`config.mk`:
```
export PLATFORM = sky130hd
export DESIGN_NAME = ssd_scan_driver
export DESIGN_NICKNAME = d
export VERILOG_FILES = /design/src/rtl/ssd_pkg.sv /design/src/rtl/ssd_decoder.sv /design/src/rtl/ssd_scan_driver.sv
export SDC_FILE = /design/constraint.sdc
export NUM_CORES = 1
export LEC_CHECK = 0
export CAP_MARGIN = 20
export CORE_UTILIZATION = 35
export DETAILED_ROUTE_END_ITERATION = 10
export GPL_TIMING_DRIVEN = 1
export PLACE_DENSITY_LB_ADDON = 0.1
export SLEW_MARGIN = 0
export SYNTH_ARGS = -nofsm -noshare
export SYNTH_HDL_FRONTEND = slang
export SYNTH_HIERARCHICAL = 1
export SYNTH_SLANG_ARGS = --single-unit
export TNS_END_PERCENT = 10
```
`constraint.sdc`:
```
create_clock -name clk -period 2.95 [get_ports clk]
set_input_delay 0.59 -clock clk [delete_from_list [all_inputs] [get_ports clk]]
set_output_delay 0.59 -clock clk [all_outputs]
set_load 0.01 [all_outputs]
```
`src/rtl/ssd_pkg.sv`:
```
// Shared symbol codes, segment patterns and types for the seven-segment scan driver.
package ssd_pkg;

  localparam int unsigned CODE_W     = 5;
  localparam int unsigned SEG_W      = 7;
  localparam int unsigned NUM_DIGITS = 4;

  // Symbol codes beyond the plain hex digits 0-9, A, b, F
  localparam logic [CODE_W-1:0] SYM_C     = 5'd12;
  localparam logic [CODE_W-1:0] SYM_D     = 5'd13;
  localparam logic [CODE_W-1:0] SYM_E     = 5'd14;
  localparam logic [CODE_W-1:0] SYM_L     = 5'd16;
  localparam logic [CODE_W-1:0] SYM_DASH  = 5'd17;
  localparam logic [CODE_W-1:0] SYM_BLANK = 5'd18;
  localparam logic [CODE_W-1:0] SYM_P     = 5'd19;
  localparam logic [CODE_W-1:0] SYM_N     = 5'd20;
  localparam logic [CODE_W-1:0] SYM_H     = 5'd21;
  localparam logic [CODE_W-1:0] SYM_U     = 5'd22;
  localparam logic [CODE_W-1:0] SYM_T     = 5'd23;

  // Active-low segment patterns, {a,b,c,d,e,f,g} on [6:0]
  localparam logic [SEG_W-1:0] SEG_0     = 7'b0000001;
  localparam logic [SEG_W-1:0] SEG_1     = 7'b1001111;
  localparam logic [SEG_W-1:0] SEG_2     = 7'b0010010;
  localparam logic [SEG_W-1:0] SEG_3     = 7'b0000110;
  localparam logic [SEG_W-1:0] SEG_4     = 7'b1001100;
  localparam logic [SEG_W-1:0] SEG_5     = 7'b0100100;
  localparam logic [SEG_W-1:0] SEG_6     = 7'b0100000;
  localparam logic [SEG_W-1:0] SEG_7     = 7'b0001111;
  localparam logic [SEG_W-1:0] SEG_8     = 7'b0000000;
  localparam logic [SEG_W-1:0] SEG_9     = 7'b0000100;
  localparam logic [SEG_W-1:0] SEG_A     = 7'b0001000;
  localparam logic [SEG_W-1:0] SEG_B     = 7'b1100000;
  localparam logic [SEG_W-1:0] SEG_C     = 7'b0110001;
  localparam logic [SEG_W-1:0] SEG_D     = 7'b1000010;
  localparam logic [SEG_W-1:0] SEG_E     = 7'b0110000;
  localparam logic [SEG_W-1:0] SEG_F     = 7'b0111000;
  localparam logic [SEG_W-1:0] SEG_L     = 7'b1110001;
  localparam logic [SEG_W-1:0] SEG_DASH  = 7'b1111110;
  localparam logic [SEG_W-1:0] SEG_BLANK = 7'b1111111;
  localparam logic [SEG_W-1:0] SEG_P     = 7'b0011000;
  localparam logic [SEG_W-1:0] SEG_N     = 7'b1101010;
  localparam logic [SEG_W-1:0] SEG_H     = 7'b1001000;
  localparam logic [SEG_W-1:0] SEG_U     = 7'b1000001;
  localparam logic [SEG_W-1:0] SEG_T     = 7'b1110000;

  // Digit currently being scanned; scan order is 3 -> 2 -> 1 -> 0
  typedef enum logic [1:0] {
    DIG_0 = 2'd0,
    DIG_1 = 2'd1,
    DIG_2 = 2'd2,
    DIG_3 = 2'd3
  } digit_e;

  // One latched display frame: per-digit codes plus blink enables
  typedef struct packed {
    logic [NUM_DIGITS-1:0]             mask;
    logic [NUM_DIGITS-1:0][CODE_W-1:0] code;
  } frame_t;

endpackage

```
`src/rtl/ssd_decoder.sv`:
```
// Combinational 5-bit symbol code to active-low seven-segment pattern.
module ssd_decoder
  import ssd_pkg::*;
(
  input  logic [CODE_W-1:0] code,
  output logic [SEG_W-1:0]  seg
);

  // Symbol table lookup; unused codes render blank
  always_comb begin
    seg = SEG_BLANK;
    case (code)
      5'd0:     seg = SEG_0;
      5'd1:     seg = SEG_1;
      5'd2:     seg = SEG_2;
      5'd3:     seg = SEG_3;
      5'd4:     seg = SEG_4;
      5'd5:     seg = SEG_5;
      5'd6:     seg = SEG_6;
      5'd7:     seg = SEG_7;
      5'd8:     seg = SEG_8;
      5'd9:     seg = SEG_9;
      5'd10:    seg = SEG_A;
      5'd11:    seg = SEG_B;
      SYM_C:    seg = SEG_C;
      SYM_D:    seg = SEG_D;
      SYM_E:    seg = SEG_E;
      5'd15:    seg = SEG_F;
      SYM_L:    seg = SEG_L;
      SYM_DASH: seg = SEG_DASH;
      SYM_P:    seg = SEG_P;
      SYM_N:    seg = SEG_N;
      SYM_H:    seg = SEG_H;
      SYM_U:    seg = SEG_U;
      SYM_T:    seg = SEG_T;
      default:  seg = SEG_BLANK;
    endcase
  end

endmodule

```
`src/rtl/ssd_scan_driver.sv`:
```
// Four-digit multiplexed seven-segment driver with per-frame input latching and digit blink.
module ssd_scan_driver
  import ssd_pkg::*;
#(
  parameter int unsigned REFRESH_DIV = 100000,
  parameter int unsigned BLINK_DIV   = 50000000
) (
  input  logic                         clk,
  input  logic                         rst,
  input  logic [NUM_DIGITS*CODE_W-1:0] ssd_code,
  input  logic [NUM_DIGITS-1:0]        blink_mask,
  output logic [NUM_DIGITS-1:0]        AN,
  output logic [SEG_W-1:0]             seven_out
);

  localparam int unsigned REF_W = (REFRESH_DIV > 1) ? $clog2(REFRESH_DIV) : 1;
  localparam int unsigned BLK_W = (BLINK_DIV > 1) ? $clog2(BLINK_DIV) : 1;
  localparam logic [REF_W-1:0] REF_LAST = REF_W'(REFRESH_DIV - 1);
  localparam logic [BLK_W-1:0] BLK_LAST = BLK_W'(BLINK_DIV - 1);

  logic [REF_W-1:0]  refresh_cnt;
  logic [BLK_W-1:0]  blink_cnt;
  logic              blink_phase;
  digit_e            digit_q, digit_d;
  frame_t            shadow;
  logic              ref_wrap_c, blk_wrap_c, frame_start_c;

  // Pipeline stage 1: counter state delayed so it lines up with the latched frame
  logic              s1_vld;
  digit_e            s1_digit;
  logic              s1_phase;

  logic [CODE_W-1:0] sel_code_c;
  logic [SEG_W-1:0]  dec_seg_c;
  logic              blank_c;

  assign ref_wrap_c    = (refresh_cnt == REF_LAST);
  assign blk_wrap_c    = (blink_cnt == BLK_LAST);
  assign frame_start_c = (digit_q == DIG_3) && (refresh_cnt == '0);

  // Per-digit dwell counter
  always_ff @(posedge clk) begin
    if (rst)             refresh_cnt <= '0;
    else if (ref_wrap_c) refresh_cnt <= '0;
    else                 refresh_cnt <= refresh_cnt + 1'b1;
  end

  // Free-running blink half-period counter and phase
  always_ff @(posedge clk) begin
    if (rst) begin
      blink_cnt   <= '0;
      blink_phase <= 1'b0;
    end else if (blk_wrap_c) begin
      blink_cnt   <= '0;
      blink_phase <= ~blink_phase;
    end else begin
      blink_cnt   <= blink_cnt + 1'b1;
    end
  end

  // Scan FSM state register
  always_ff @(posedge clk) begin
    if (rst) digit_q <= DIG_3;
    else     digit_q <= digit_d;
  end

  // Scan FSM next state: step to the next digit on each dwell wrap
  always_comb begin
    digit_d = digit_q;
    if (ref_wrap_c) begin
      case (digit_q)
        DIG_3:   digit_d = DIG_2;
        DIG_2:   digit_d = DIG_1;
        DIG_1:   digit_d = DIG_0;
        default: digit_d = DIG_3;
      endcase
    end
  end

  // Latch a whole frame of inputs at frame start so no digit mixes two frames
  always_ff @(posedge clk) begin
    if (rst) begin
      shadow.mask <= '0;
      shadow.code <= {NUM_DIGITS{SYM_BLANK}};
    end else if (frame_start_c) begin
      shadow.mask <= blink_mask;
      shadow.code <= ssd_code;
    end
  end

  // Stage 1 register; s1_vld keeps the pins dark until the first post-reset digit
  always_ff @(posedge clk) begin
    if (rst) begin
      s1_vld   <= 1'b0;
      s1_digit <= DIG_3;
      s1_phase <= 1'b0;
    end else begin
      s1_vld   <= 1'b1;
      s1_digit <= digit_q;
      s1_phase <= blink_phase;
    end
  end

  assign sel_code_c = shadow.code[2'(s1_digit)];
  assign blank_c    = !s1_vld || (s1_phase && shadow.mask[2'(s1_digit)]);

  ssd_decoder u_decoder (
    .code (sel_code_c),
    .seg  (dec_seg_c)
  );

  // Output registers: one anode low at most, segments from the latched frame
  always_ff @(posedge clk) begin
    if (rst || blank_c) begin
      AN        <= '1;
      seven_out <= SEG_BLANK;
    end else begin
      AN        <= ~(NUM_DIGITS'(1) << 2'(s1_digit));
      seven_out <= dec_seg_c;
    end
  end

endmodule

```
==> impl_metrics.py <==
metrics = {
    "status": {
        "status": "finished, final reports clean",
    },
    "place": {
        "portBuffers": 36,
        "dp.cells": 620,
        "hpwl_um": 6560,
        "gp_congestion": 0.752,
    },
    "timing": {
        "setup_viol": 0,
        "tns_ps": 0,
        "whs_ps": 473,
        "rsz0062_at_grt": "false",
        "relSlewSlack": 0.505,
        "period_share": 0.802,
        "max_freq_mhz": 423,
        "hold_violations": 0,
        "worstMarginPinSlew_ps": 740,
        "finClkSkew_ps": 7.71,
        "slew_violations": 0,
        "fin_crit_ps": 2360,
    },
    "setup_path": {
        "cpMaxStageDelayCell": "mux4_2",
        "startpoint_type": "register",
        "crit_buf_inv": 1,
        "criticalPathCategory": "reg -> reg",
        "worstPathRequired_ps": 3240,
        "cp_max_fo": 6,
        "path_cells": "mux4_2 -> inv_1 -> ha_1 -> mux4_2 -> a21oi_1 -> nand2b_1",
        "critPathMaxStageDelay_ps": 630,
        "cpMostUsedCell": "mux4_2",
        "end_kind": "register",
        "r2r-start": "s1_digit[0]$_SDFF_PP1_",
        "crit_start": "s1_digit[0]$_SDFF_PP1_",
        "arrival_ps": 2660,
        "crit_family": "multiplexers",
    },
    "synth": {
        "syn_nets": 500,
        "ys_ff_latch": 85,
        "synth_warnings": 6,
        "synth-edff-count": 0,
        "postSynthCellCount": 460,
        "synth_cell_types": 51,
        "synthArstFlopShare": 0,
        "seq_area_frac_synth": 0.410,
        "syn_avg_cell_area_um2": 9.01,
        "synth_top_flop_cell": "dfxtp_1",
        "syn_area_um2": 4150,
    },
    "power": {
        "internal_power_mw": 2.10,
        "clockPowerShare": 0.443,
        "switching_power_mw": 0.675,
        "ir_worst_vdd_v": 0.000336,
        "swShare": 0.243,
        "pwr-share-comb": 0.116,
        "p_seq_frac": 0.441,
        "p_leak_nw": 1.83,
        "power_mw": 2.78,
        "p_per_area_nw_per_um2": 563,
    },
    "floorplanning": {
        "die_w_um": 111,
        "num_io_pins": 37,
        "dieArea_um2": 12300,
        "num_rows": 39,
        "coreArea_um2": 11500,
        "start_util": 0.362,
        "die_h_um": 111,
    },
    "cells_and_area": {
        "nets": 529,
        "area_growth_pct": 18.9,
        "n_fill_cell": 1129,
        "fin_cells": 636,
        "diodes": 0,
        "layout-drive-gt1-share": 0.105,
    },
    "clock_tree": {
        "clockBufferDepth": 2,
        "post-cts-setup-buffer-count": 0,
        "insertion_delay_ps": 350,
        "cts_root_buf": "clkbuf_16",
        "path_clk_slew_ps": 60,
        "cts_made_buffers": 9,
        "cts_hold_buf": 0,
        "post_cts_resized": 0,
        "h-tree-depth": 3,
        "cts_tree": "yes",
        "clock-sinks": 85,
    },
    "global_routing": {
        "grt_max_degree": 25,
        "grt.overflow.total": 0,
        "grt_pass1_wl_um": 16100,
        "grt_pass1_vias": 3171,
        "grt_antenna_before_repair": 0,
        "grt_use_total": 0.165,
    },
    "route": {
        "num_vias": 3367,
        "drt-initial-drc-count": 145,
        "drc": 0,
        "via_per_inst": 5.29,
        "antenna_left": 0,
        "drt-pass1-iter-count": 5,
        "wl_per_cell_um": 14.7,
        "routed_wl_um": 9360,
    },
    "flow_run": {
        "max_cap_violations": 0,
    },
    "hold_path": {
        "hold_path_class": "reg -> reg",
        "hold_start": "shadow[7]$_SDFFE_PP0P_",
    },
}
[placed cells by master (no fill, tap or decap), types with 3 or more instances in the layout]
cell	instances
or3_1	7
buf_4	9
nand2b_1	8
and3_1	8
clkbuf_16	9
mux4_2	7
clkdlybuf4s50_1	36
dfxtp_1	85
nand2_1	24
nor4b_1	3
and4_1	8
nand3_1	53
nor3_1	6
mux2_2	4
a21oi_1	39
and3_2	3
nand4_4	3
o31ai_1	8
inv_6	3
nand4_1	7
nor2b_1	6
xor2_1	17
nor4_1	6
o21ai_0	36
xnor2_1	7
inv_1	10
ha_1	14
nor2_1	31
or4_1	8
[flip-flops by register name, indices dropped and copies added, names as in the netlist]
signal       count
refresh_cnt     17
blink_cnt       26
s1_vld           1
AN               4
digit_q          2
s1_phase         1
seven_out        7
shadow          24
s1_digit         2
blink_phase      1
[layout make-up]
cell class / instances / area, um2 / area share
Inverter: 12 / 45.0 / 0.00914
Tap cell: 143 / 179 / 0.0363
Sequential cell: 85 / 1700 / 0.345
Clock buffer: 9 / 225 / 0.0457
Timing Repair Buffer: 46 / 448 / 0.0909
Clock inverter: 6 / 93.8 / 0.0190
Multi-Input combinational cell: 335 / 2240 / 0.454
[cells in the mapped netlist, types with 2 or more instances]
master,count,area (um2)
dfxtp_1,85,1700
nand3_1,53,265
a21oi_1,39,195
o21ai_0,36,180
nor2_1,31,116
nand2_1,24,90.1
xor2_1,17,149
ha_1,14,175
clkbuf_1,10,37.5
inv_1,10,37.5
and3_1,8,50.1
and4_1,8,70.1
buf_2,8,40.0
nand2b_1,8,50.1
o31ai_1,8,60.1
or4_1,8,60.1
mux4_2,7,158
nand4_1,7,43.8
or3_1,7,43.8
xnor2_1,7,61.3
nor2b_1,6,37.5
nor3_1,6,30.0
nor4_1,6,37.5
buf_6,4,45.0
mux2_2,4,45.0
and3_2,3,22.5
buf_4,3,22.5
nand4_4,3,63.8
nor4b_1,3,26.3
and2_1,2,12.5
clkbuf_2,2,10.0
inv_2,2,7.51
nand3b_1,2,15.0
or3_2,2,15.0
[kinds of logic after synthesis]
| kind of cell | count (synthesis) | synth area share |
|---|---|---|
| compound gates | 93 | 0.131 |
| mux | 12 | 0.0513 |
| simple gates | 192 | 0.264 |
| fa+ha+maj | 14 | 0.0422 |
| xor+xnor | 24 | 0.0507 |
| flops | 85 | 0.410 |
| buf+inv | 40 | 0.0501 |
[power by group through the flow]
stage | combinational, mW | sequential [mW] | clock, mW
4_1_cts | 0.325 | 1.23 | 1.28
6_report | 0.322 | 1.23 | 1.23
3_3_place_gp | 0.321 | 1.25 | 0
2_1_floorplan | 0.225 | 1.25 | 0
5_1_grt | 0.360 | 1.23 | 1.32
3_5_place_dp | 0.323 | 1.25 | 0
[worst register-to-register path, stage by stage (launching register included)]
cell and delay (ps):
dfxtp_1 500, mux4_2 630, inv_1 170, ha_1 290
mux4_2 470, a21oi_1 140, nand2b_1 100
[metrics by stage]
step	setup slack (ps)	util	instance area, um2
final	585	0.430	4930
after detailed placement	582	0.401	4600
after global placement	646	0.401	4600
after CTS	561	0.429	4920
after floorplan	710	-	4150
after global routing	451	0.430	4930
[worst paths after layout]
| check | end | slack, ps | cells past startpoint |
|---|---|---|---|
| setup reg to reg | seven_out[3]$_SDFF_PP1_ | 590 | 6 |
| hold / removal | shadow[7]$_SDFFE_PP0P_ | 470 | 2 |
| hold reg to reg | shadow[7]$_SDFFE_PP0P_ | 470 | 2 |
| setup / recovery | seven_out[3]$_SDFF_PP1_ | 590 | 6 |
[metal layers]
metal	wire length (um)	part of all wire	vias up	track usage
met5	0	0	-	0
met4	142	0.015	0	0.0613
met3	280	0.030	11	0.0465
met2	4410	0.47	38	0.260
met1	4530	0.48	1602	0.215
li1	-	-	1716	-
Power figures use the tool's default switching activity.
==> patch, RTL diff (same settings) <==
Register the output `AN` once more, cleared by the reset; this adds one clock of latency there. The other outputs are not delayed to match.
--- a/src/rtl/ssd_scan_driver.sv
+++ b/src/rtl/ssd_scan_driver.sv
@@ -18,4 +18,6 @@
   localparam logic [REF_W-1:0] REF_LAST = REF_W'(REFRESH_DIV - 1);
   localparam logic [BLK_W-1:0] BLK_LAST = BLK_W'(BLINK_DIV - 1);
+
+  logic [NUM_DIGITS-1:0] AN_s0;
 
   logic [REF_W-1:0]  refresh_cnt;
@@ -113,9 +115,17 @@
   always_ff @(posedge clk) begin
     if (rst || blank_c) begin
-      AN        <= '1;
+      AN_s0     <= '1;
       seven_out <= SEG_BLANK;
     end else begin
-      AN        <= ~(NUM_DIGITS'(1) << 2'(s1_digit));
+      AN_s0     <= ~(NUM_DIGITS'(1) << 2'(s1_digit));
       seven_out <= dec_seg_c;
+    end
+  end
+
+  always_ff @(posedge clk) begin
+    if (rst) begin
+      AN <= '0;
+    end else begin
+      AN <= AN_s0;
     end
   end
Behaviour: not the same (Yosys sat finds a counterexample within 4 cycles, from zero or initial values and one cycle with rst high).
==> patch against the unedited design <==
Sequential cell count is 4 higher. Sequential power rose by 5%. Total power is 4.3% lower. Worst setup slack worse by 220 ps. Area after synthesis shrank 0.63%. Final area decreased by 1.4%. Largest cell class unchanged. Die area decreased by 0.62%. Routed wire length down 2.1%.
==> patch: results (changes against the unedited design) <==
.. list-table::
   :header-rows: 1

   * - Metric
     - Value
   * - Latest clock arrival within the worst-skew pair
     - 350 ps (about the same)
   * - Clock root cell
     - clkbuf_16
   * - First-pass GRT wire length
     - 15.80 mm (-2.1%)
   * - Sequential share of the synthesized area
     - 43.24% (+2.2 points)
   * - Maximum vdd ir drop
     - 0.0003996 V (+19%)
   * - Detailed-route vias per instance
     - 5.258 (-0.68%)
   * - Arrival time at the worst endpoint
     - 2870 ps (+210 ps)
   * - Leakage power summed over all cells
     - 0.001712 µW (-6.4%)
   * - Share of the synthesized area in the top cell type
     - 43.24% (+2.2 points)
   * - Number of buffers added on ports
     - 36 (unchanged)
   * - Switching share of total power
     - 24.62% (+0.32 points)
   * - Top area cells in the synthesized netlist
     - dfxtp_1 43%, nand3_1 6.4%, a21oi_1 4.7%
   * - Number of nets at the end of the flow
     - 532 (+0.57%)
   * - Leading cell types by count after synthesis
     - 89 x dfxtp_1, 53 x nand3_1, 39 x a21oi_1, 38 x o21ai_0, 32 x nor2_1
   * - Vias in the first global route
     - 3,263 (+2.9%)
   * - GR Util met2
     - 25.63% (-0.37 points)
   * - Hold WC Path Type
     - flop to flop
   * - Pin count of the biggest net entering global routing
     - 25 (unchanged)
   * - Post-cts sizing count
     - 0 (unchanged)
   * - Clock transition time at the flip-flop clock pins of the worst setup and hold paths
     - 60 ps (about the same)
   * - Largest regs
     - blink_cnt x26, shadow x24, refresh_cnt x17
   * - Proportion of layout cells with a drive suffix above 1
     - 8.065% (-2.5 points)
   * - Pin slew with the least headroom to its limit
     - 651.5 ps (-88.52 ps)
   * - First-pass iteration count of the detailed router
     - 4 (-1)
   * - Pre-CTS WS
     - 357.5 ps (-224.2 ps)
   * - Synth warnings
     - 6 (unchanged)
   * - Async SR Flop Fraction
     - 0% (unchanged)
   * - Count of H-tree levels built during CTS
     - 3 (unchanged)
   * - Worst Skew
     - 6.945 ps (-0.7691 ps)
   * - DR iter-0 viols
     - 162 (+12%)
   * - Maximum fanout encountered on the critical timing path
     - 10 (+4)
   * - Number of setup buffers added after CTS
     - 0 (unchanged)
   * - All-layer global routing usage
     - 16.13% (-0.39 points)
   * - Net count after synthesis
     - 504 (+0.80%)
   * - Maximum buffer depth of the clock tree
     - 2 (unchanged)
   * - Antenna diode instance count
     - 0 (unchanged)
   * - Distinct cell type count of the synthesized netlist
     - 45 (-12%)
   * - Routed Wire Length
     - 9.158 mm (-2.1%)
   * - Grt met1 use
     - 20.63% (-0.85 points)
   * - Half-perimeter wire length after placement
     - 6.439 mm (-1.8%)
   * - Met3 GRT Util
     - 5.324% (+0.68 points)
   * - Run status
     - complete, no violations
   * - Number of buffers created by CTS
     - 9 (unchanged)
   * - Antenna violations before repair
     - 0 (unchanged)
   * - Last weighted congestion value of the routability-driven placer
     - 0.7873 (+4.7%)
-- patch: power by group through the flow --
stage | Clock, µW | Combinational (µW) | Sequential [µW]
2_1_floorplan | 0 | 217 | 1310
3_3_place_gp | 0 | 324 | 1310
3_5_place_dp | 0 | 327 | 1310
4_1_cts | 1080 | 328 | 1290
5_1_grt | 1130 | 367 | 1290
6_report | 1040 | 328 | 1290
-- patch: worst paths after layout --
check / cells after the start / end / from / slack (ps)
min reg2reg: 1 / AN[1] / AN_s0[1] / 440
max reg2reg: 6 / seven_out[3] / s1_digit[0] / 360
min: 1 / AN[1] / AN_s0[1] / 440
max: 6 / seven_out[3] / s1_digit[0] / 360
-- patch: layout make-up --
class,instances,area [µm²]
fillers,1166,6608
flip-flops and latches,89,1782
multi-input cells,335,2162
repair buffers,45,427.9
clock inverters,3,17.52
clock buffers,12,246.5
well taps,143,178.9
inverters,12,45.04
-- patch: logic make-up after synthesis --
| group | share of synthesized area, % |
|---|---|
| fa+ha+maj | 4.251 |
| flops | 43.24 |
| mux | 4.889 |
| compound gates | 12.51 |
| simple gates | 25.51 |
| buf+inv | 4.282 |
| xor+xnor | 5.314 |
-- patch: routing by layer --
metal	up-vias	part of all wire, %
met4	0	1.2
met2	37	46
met3	10	3.5
met1	1581	50
li1	1732	-
met5	-	0
-- patch: stage by stage --
| stage | std cells | total power, µW | utilization (%) | area, µm² | hold slack, ps |
|---|---|---|---|---|---|
| after CTS | 638 | 2694 | 42.31 | 4852 | 441.1 |
| after global placement | 623 | 1636 | 40.01 | 4588 | 430.5 |
| final | 639 | 2658 | 42.38 | 4860 | 435.3 |
| after detailed placement | 623 | 1638 | 40.01 | 4588 | 426.5 |
| after global routing | 639 | 2788 | 42.38 | 4860 | 468.2 |
| after floorplan | 464 | 1523 | - | 4120 | 413.8 |
-- patch: worst max-delay path, cell delays in order, from the launching register on --
cell	delay, ps
dfxtp_1	660
mux4_2	660
inv_1	180
ha_1	290
mux4_2	470
a21oi_1	150
nand2b_1	110
